**src/rtl/weight_preload_dma.sv**
```systemverilog
// Weight preload DMA: fetches a run of 128-bit weight words over a burst read channel into the weight buffer.
// Optional XOR checksum of written words is enabled by defining WEIGHT_PRELOAD_CKSUM_EN.
module weight_preload_dma #(
   parameter int                    ADDR_W     = 16,
   parameter int                    BUF_ADDR_W = 16,
   parameter int                    EXT_ADDR_W = 32,
   parameter logic [EXT_ADDR_W-1:0] EXT_BASE   = '0,
   parameter int                    MAX_BURST  = 16
) (
   input  logic                  clk,
   input  logic                  rst_n,
   input  logic                  preload_req,
   input  logic [ADDR_W-1:0]     preload_base,
   input  logic [16:0]           preload_count,
   output logic                  preload_done,
   output logic                  busy,
   output logic                  err_last,
   output logic                  mem_ar_valid,
   input  logic                  mem_ar_ready,
   output logic [EXT_ADDR_W-1:0] mem_ar_addr,
   output logic [7:0]            mem_ar_len,
   input  logic                  mem_r_valid,
   input  logic [127:0]          mem_r_data,
   input  logic                  mem_r_last,
   output logic                  mem_r_ready,
   output logic                  buf_we,
   output logic [BUF_ADDR_W-1:0] buf_waddr,
   output logic [127:0]          buf_wdata,
   output logic [127:0]          cksum
);

   typedef enum logic [2:0] {
      S_IDLE,
      S_ADDR,
      S_DATA,
      S_FLUSH,
      S_DONE,
      S_HOLD
   } state_t;

   state_t                  r_state;
   state_t                  w_next;
   logic [ADDR_W-1:0]       r_ptr;
   logic [16:0]             r_remaining;
   logic [8:0]              r_len;
   logic [8:0]              r_beat;
   logic                    r_err;
   logic                    r_buf_we;
   logic [BUF_ADDR_W-1:0]   r_buf_waddr;
   logic [127:0]            r_buf_wdata;
   logic                    w_accept;
   logic                    w_beat;
   logic                    w_lastBeat;
   logic [8:0]              w_burstLen;
   logic [EXT_ADDR_W-1:0]   w_arAddr;
   logic [BUF_ADDR_W-1:0]   w_ptrBuf;

   assign w_accept   = (r_state == S_IDLE) && preload_req;
   assign w_beat     = (r_state == S_DATA) && mem_r_valid;
   assign w_lastBeat = (r_beat == (r_len - 9'd1));
   assign w_burstLen = (r_remaining > 17'(MAX_BURST)) ? 9'(MAX_BURST) : r_remaining[8:0];
   assign w_arAddr   = EXT_BASE + (EXT_ADDR_W'(r_ptr) << 4);

   // Buffer address is the word pointer reduced modulo the buffer depth.
   generate
      if (BUF_ADDR_W <= ADDR_W) begin : g_ptrTrunc
         assign w_ptrBuf = r_ptr[BUF_ADDR_W-1:0];
      end else begin : g_ptrExt
         assign w_ptrBuf = {{(BUF_ADDR_W-ADDR_W){1'b0}}, r_ptr};
      end
   endgenerate

   always_ff @(posedge clk or negedge rst_n) begin
      if (!rst_n) begin
         r_state <= S_IDLE;
      end else begin
         r_state <= w_next;
      end
   end

   // Only one burst is ever outstanding; the beat counter alone decides where a burst ends.
   always_comb begin
      w_next       = r_state;
      mem_ar_valid = 1'b0;
      mem_ar_addr  = '0;
      mem_ar_len   = '0;
      mem_r_ready  = 1'b0;
      preload_done = 1'b0;
      busy         = (r_state != S_IDLE) && (r_state != S_HOLD);
      case (r_state)
         S_IDLE: begin
            if (preload_req) begin
               w_next = (preload_count == 17'd0) ? S_DONE : S_ADDR;
            end
         end
         S_ADDR: begin
            mem_ar_valid = 1'b1;
            mem_ar_addr  = w_arAddr;
            mem_ar_len   = 8'(w_burstLen - 9'd1);
            if (mem_ar_ready) begin
               w_next = S_DATA;
            end
         end
         S_DATA: begin
            mem_r_ready = 1'b1;
            if (w_beat && w_lastBeat) begin
               w_next = (r_remaining == 17'd1) ? S_FLUSH : S_ADDR;
            end
         end
         S_FLUSH: w_next = S_DONE;
         S_DONE: begin
            preload_done = 1'b1;
            w_next       = S_HOLD;
         end
         S_HOLD: begin
            if (!preload_req) begin
               w_next = S_IDLE;
            end
         end
         default: w_next = S_IDLE;
      endcase
   end

   // Datapath: request latch, burst bookkeeping and the registered buffer write port.
   always_ff @(posedge clk or negedge rst_n) begin
      if (!rst_n) begin
         r_ptr       <= '0;
         r_remaining <= '0;
         r_len       <= '0;
         r_beat      <= '0;
         r_err       <= 1'b0;
         r_buf_we    <= 1'b0;
         r_buf_waddr <= '0;
         r_buf_wdata <= '0;
      end else begin
         r_buf_we <= w_beat;
         if (w_accept) begin
            r_ptr       <= preload_base;
            r_remaining <= preload_count;
            r_err       <= 1'b0;
         end
         if ((r_state == S_ADDR) && mem_ar_ready) begin
            r_len  <= w_burstLen;
            r_beat <= '0;
         end
         if (w_beat) begin
            r_buf_waddr <= w_ptrBuf;
            r_buf_wdata <= mem_r_data;
            r_ptr       <= r_ptr + 1'b1;
            r_remaining <= r_remaining - 17'd1;
            r_beat      <= r_beat + 9'd1;
            if (mem_r_last != w_lastBeat) begin
               r_err <= 1'b1;
            end
         end
      end
   end

   assign err_last  = r_err;
   assign buf_we    = r_buf_we;
   assign buf_waddr = r_buf_waddr;
   assign buf_wdata = r_buf_wdata;

`ifdef WEIGHT_PRELOAD_CKSUM_EN
   logic [127:0] r_cksum;

   // Folds in each word as it is written, so the final word lands in the done cycle.
   always_ff @(posedge clk or negedge rst_n) begin
      if (!rst_n) begin
         r_cksum <= '0;
      end else if (w_accept) begin
         r_cksum <= '0;
      end else if (r_buf_we) begin
         r_cksum <= r_cksum ^ r_buf_wdata;
      end
   end

   assign cksum = r_cksum;
`else
   assign cksum = '0;
`endif

endmodule

```
**config.mk**
```make
export PLATFORM = sky130hd
export DESIGN_NAME = weight_preload_dma
export DESIGN_NICKNAME = d
export VERILOG_FILES = /design/src/rtl/weight_preload_dma.sv
export SDC_FILE = /design/constraint.sdc
export NUM_CORES = 1
export LEC_CHECK = 0
export ABC_AREA = 1
export CAP_MARGIN = 5
export CORE_AREA = 2 2 190 192
export DETAILED_ROUTE_END_ITERATION = 10
export DIE_AREA = 0 0 192 194
export GPL_TIMING_DRIVEN = 0
export SLEW_MARGIN = 0
export SYNTH_ARGS = -nofsm -noshare
export SYNTH_HDL_FRONTEND = slang
export SYNTH_SLANG_ARGS = --single-unit
```
**constraint.sdc**
```tcl
create_clock -name clk -period 2.25 [get_ports clk]
set_input_delay 0.3375 -clock clk [delete_from_list [all_inputs] [get_ports clk]]
set_output_delay 0.3375 -clock clk [all_outputs]
set_load 0.005 [all_outputs]
```
After elaboration in Yosys (flattened, before gate mapping)
Cells that the tools add are included.
{"block": "totals", "out_inout_bits": 318, "reg_bits": 200}
{"block": "op_classes", "eq_ne": 13, "muxes": 22, "n_addsub": 5, "magnitude_cmp": 1, "reduce_logical": 11}
{"op": "$mux 17", "n": 2}
{"op": "$mux 16", "n": 2}
{"op": "$mux 9", "n": 3}
{"op": "$mux 20", "n": 1}
{"op": "$pmux 3 s6", "n": 1}
{"op": "$eq 17x1->1 const B", "n": 1}
{"op": "$gt 17x5->1 const B", "n": 1}
{"op": "$logic_not 17->1", "n": 1}
{"op": "$sub 17x1->17 const B", "n": 1}
{"op": "$add 16x1->16 const B", "n": 1}
{"op": "$mux 3", "n": 5}
{"op": "$add 9x1->9 const B", "n": 1}
{"op": "$eq 9x9->1", "n": 1}
{"op": "$sub 9x1->9 const B", "n": 1}
{"op": "$mux 8", "n": 1}
{"op": "$sub 8x1->8 const B", "n": 1}
{"op": "$eq 3x2->1 const B", "n": 2}
{"op": "$eq 3x3->1 const B", "n": 2}
{"op": "$mux 1", "n": 6}
{"op": "$ne 2x2->1 const B", "n": 3}
{"op": "$logic_and 1x1->1", "n": 5}
{"op": "$reduce_and 4->1", "n": 1}
{"op": "$reduce_bool 2->1", "n": 2}
{"op": "$eq 3x1->1 const B", "n": 1}
{"op": "6 further kinds", "n": 6}

Longest topological paths before layout
{"block": "logic_depth", "ltp_word": 5, "mapped_depth": 14, "ltp_nobuf": 14}

Worst setup path after synthesis
No wires, ideal clock.
{"block": "synth_timing", "path_kind": "reg2out", "startpoint": "register r_remaining[14]", "endpoint": "output port mem_ar_len[4]", "t_arrival_ps": 1789, "stages_incl_launch_ff": 15, "required_ps": 1913, "setup_slack_ps": 124, "cell_sequence": "dfrtp_1 nor2_2 nand3_2 nor2_2 nand4_2 o21ai_4 inv_2 nor2_1 inv_1 ha_1 inv_1 a21oi_1 nand2_1 nand3_1 inv_1"}
{"block": "synth_between", "elab_chain_cells": 4}
{"element": "from (decl)", "line_no": "44", "text": "logic [16:0] r_remaining;"}
{"element": "from (signal assigned)", "line_no": "139", "text": "r_remaining <= preload_count;"}
{"element": "from (signal assigned)", "line_no": "150", "text": "r_remaining <= r_remaining - 17'd1;"}
{"element": "$gt 17x5->1", "line_no": "61", "text": "assign w_burstLen = (r_remaining > 17'(MAX_BURST)) ? 9'(MAX_BURST) : r_remaining[8:0];"}
{"element": "$mux 9", "line_no": "61"}
{"element": "$sub 8x1->8", "line_no": "99", "text": "mem_ar_len = 8'(w_burstLen - 9'd1);"}
{"element": "$mux 8", "line_no": "90", "text": "case (r_state)"}
{"element": "to (decl)", "line_no": "21", "text": "output logic [7:0] mem_ar_len,"}
Every way passes these cells.

Worst setup path after layout
{"block": "layout_timing", "startpoint": "register r_remaining[8]", "endpoint": "output port mem_ar_len[4]"}
Same word-level chain as after synthesis.

==> flow_summary_export.csv <==
group,metric,value,unit
clocking,h-tree-depth,4,
run_status,outcome,"finished, violations left",
timing,fmax,374,MHz
global_routing,track_usage,0.189,
synthesis,synth.distinct_cells,48,
floorplan,core_area,35200,µm²
synthesis,synthArstFlopShare,1.00,
worst_setup_path,crit_path_end_kind,"output port",
finish,drive_above_1_share,0.180,
min_path,hp-class,"in2reg",
pwr,power.density,1110,nW/µm²
global_routing,antenna_found_initial,1,
finish,fill_cells,3576,
route,drt_wl_total,35.2,mm
global_routing,grt_max_degree,111,
floorplan,die_w,192,µm
synthesis,yosys-top-cells-area,"dfrtp_1 (49%), nand2_1 (18%), buf_4 (11%)",
clocking,cts_tree,"done",
timing,rsz0062_at_grt,"true",
pwr,clkPwrFrac,0.184,
synthesis,synth-seq-cells,200,
timing,worst_pin_slew,0.779,ns
timing,timing.slew.headroom,0.481,
timing,slew_viol_final,0,
placement,dp.cells,2217,
pwr,max-vdd-ir-drop,0.000590,V
placement,post-dp-hpwl,27.0,mm
placement,gp_congestion,0.862,
synthesis,ys.flop_type,"dfrtp_1",
pwr,netSwitchingFraction,0.375,
route,firstDrtPassIters,5,
timing,final.setup.worst_slack,-0.425,ns
synthesis,synth.avg_cell_area,8.03,µm²
pwr,p_int,10.8,mW
job,cap_violations,0,
clocking,cts_made_buffers,17,
finish,final_cells,2276,
finish,area_growth,52.9,%
route,drt_iter0_markers,432,
timing,fin_crit_sh,1.19,
clocking,cts.sinks,200,
finish,final_util,0.444,
pwr,power_frac_comb,0.460,
worst_setup_path,critPathMaxFanout,3,
synthesis,netlist_area,10200,µm²
floorplan,io_pins,485,
run_status,violations,"setup timing",
clocking,clk_pin_slew,0.09,ns
clocking,clockBufferDepth,2,
floorplan,dieArea,37200,µm²
synthesis,ys_seq_area_frac,0.490,
finish,nets,1975,
synthesis,yosys.area.top_type_share,0.490,
synthesis,synth_edf_count,0,
floorplan,initial_core_util,0.290,
clocking,root_buffer,"clkbuf_16",
worst_setup_path,crit_arrival,2.34,ns
timing,skew,0.0209,ns
route,ant_nets,0,
global_routing,grt_pass1_vias,9528,
timing,finalHoldViolCount,0,
synthesis,yosysTopAreaCell,"dfrtp_1",
route,route.vias.total,9580,
timing,period_minus_slack,2.67,ns
route,wl_per_cell,15.5,µm
worst_setup_path,start_kind,"register",
route,route.detailed.drc,0,
floorplan,die_y,194,µm
route,vias_per_cell,4.21,
timing,setup_viol,8,
synthesis,yosys_warnings,0,
floorplan,row_count,69,
global_routing,overflow,0,
worst_setup_path,crit_type,"reg2out",
pwr,p_switching,6.48,mW
pwr,p_seq_frac,0.355,
worst_setup_path,required,1.91,ns
global_routing,grt_pass1_wl,54.2,mm
placement,io_buffers,340,
synthesis,synthCells,1272,
clocking,clkLatencyLatePin,0.44,ns
pwr,leakage,8.01,nW
kinds of logic (layout without fill, tap and decap cells):
| group | after synthesis | in the layout | share of synthesized area |
|---|---|---|---|
| XOR/XNOR | 8 | 8 | 0.00686 |
| buffers and inverters | 280 | 679 | 0.163 |
| other | 1 | 145 | 0.000367 |
| flip-flops | 200 | 200 | 0.490 |
| AND/OR/NAND/NOR | 653 | 653 | 0.258 |
| multiplexers | 2 | 2 | 0.00257 |
| adder cells (fa/ha/maj) | 7 | 7 | 0.00857 |
| AO/OA/AOI/OAI | 121 | 121 | 0.0711 |
area by class of cell:
type / instances / area (µm²) / area share
flip-flops and latches: 200 / 5000 / 0.320
multi-input cells: 935 / 4200 / 0.269
repair buffers: 367 / 3550 / 0.227
plain buffers: 188 / 1340 / 0.0857
well taps: 461 / 577 / 0.0369
clock buffers: 18 / 439 / 0.0281
inverters: 92 / 350 / 0.0224
clock inverters: 14 / 159 / 0.0102
diodes: 1 / 2.50 / 0.000160
registers in the layout, indices dropped and copies added (netlist names):
| register | flops |
|---|---|
| r_remaining | 17 |
| r_len | 9 |
| r_state | 3 |
| r_ptr | 16 |
| r_beat | 9 |
| buf_waddr | 16 |
| buf_we | 1 |
| err_last | 1 |
| buf_wdata | 128 |
worst max-delay path: stages (launching register included):
cell and delay [ns]:
dfrtp_1 0.41, nor2_2 0.15, nand2_2 0.11, nor2_4 0.18, nand4_4 0.10, o21ai_4 0.19
inv_2 0.07, nor2_4 0.10, inv_2 0.05, ha_4 0.16, inv_4 0.06, o21ai_0 0.08
nand3_1 0.08, inv_1 0.04, buf_2 0.11
synthesized netlist by cell type, drive strengths merged, types with 2 or more instances:
cell / count
a32oi: 6
clkbuf: 3
nand3: 28
nor2: 94
nand4: 9
inv: 91
a21oi: 27
o22ai: 13
buf: 185
a31oi: 5
dfrtp: 200
o221ai: 5
xor2: 6
o21a: 2
mux2: 2
nor3: 10
o211ai: 6
nor4: 2
nand2: 507
o31ai: 2
ha: 7
o21ai: 50
xnor2: 2
or2: 2
repair_timing:
item / 4_1_cts / 5_1_grt
setup endpoints to repair: 25 / 22
resized for setup: 85 / 34
setup buffers: 19 / 8
endpoints found under the hold margin: 81 / 0
hold buffers: 1 / 0
pin swaps: 10 / 8
placed cells by master (no fill, tap or decap), types with 3 or more instances in the layout:
master and count:
nand2_1 495, clkdlybuf4s50_1 315, dfrtp_1 200, buf_4 166
conb_1 144, inv_1 78, nor2_1 71, buf_2 47
o21ai_0 42, nand3_1 27, a21oi_1 25, nor2_2 17
clkbuf_16 17, o22ai_1 13, inv_2 11, nand2_2 10
clkbuf_2 9, nand4_1 8, buf_6 7, o21ai_1 7
nor2_4 6, nor3_1 6, xor2_1 6, a32oi_1 6
ha_1 6, o221ai_1 5, o211ai_1 5, a31oi_1 4
inv_6 4, clkbuf_8 3, inv_8 3, dlygate4sd2_1 3
metrics by stage:
stage               setup WS, ns  area [µm²]  power (mW)  hold WS, ns  TNS [ns]
CTS                       -0.458       15600        17.4        0.400     -2.77
global route              -0.588       15600        18.6        0.412     -3.22
global placement           -8.23       14700        13.9        0.461  -1647.77
detailed placement        -0.770       14800        14.0        0.412     -6.46
finish                    -0.425       15600        17.3        0.425     -2.35
floorplan                  0.124       10800        9.42       0.0419         0
final timing paths:
kind	cells past startpoint	from	endpoint	slack (ns)
setup reg to reg	13	r_len[0]	r_state[1]	0.26
hold reg to reg	2	buf_wdata[119]	buf_wdata[119]	0.48
hold / removal	3	mem_r_data[72]	buf_wdata[72]	0.42
min in group asynchronous	2	rst_n	buf_wdata[37]	0.46
max in group asynchronous	3	rst_n	buf_wdata[21]	0.72
setup / recovery	14	r_remaining[8]	mem_ar_len[4]	-0.42
power by group through the flow:
stage               Sequential, mW  Combinational [mW]  Clock, mW
finish                        6.14                7.96       3.19
global placement              6.13                7.73          0
floorplan                     6.13                3.29          0
global route                  6.34                8.85       3.44
detailed placement            6.15                7.81          0
CTS                           6.13                7.97       3.28
metal layers:
| metal | vias to the layer above | track usage | share of wire |
|---|---|---|---|
| met2 | 378 | 0.336 | 0.50 |
| met4 | 0 | 0.0506 | 0.018 |
| met1 | 4424 | 0.217 | 0.39 |
| met5 | - | 0 | 0 |
| li1 | 4744 | - | - |
| met3 | 34 | 0.0601 | 0.090 |
Power figures use the tool's default switching activity.
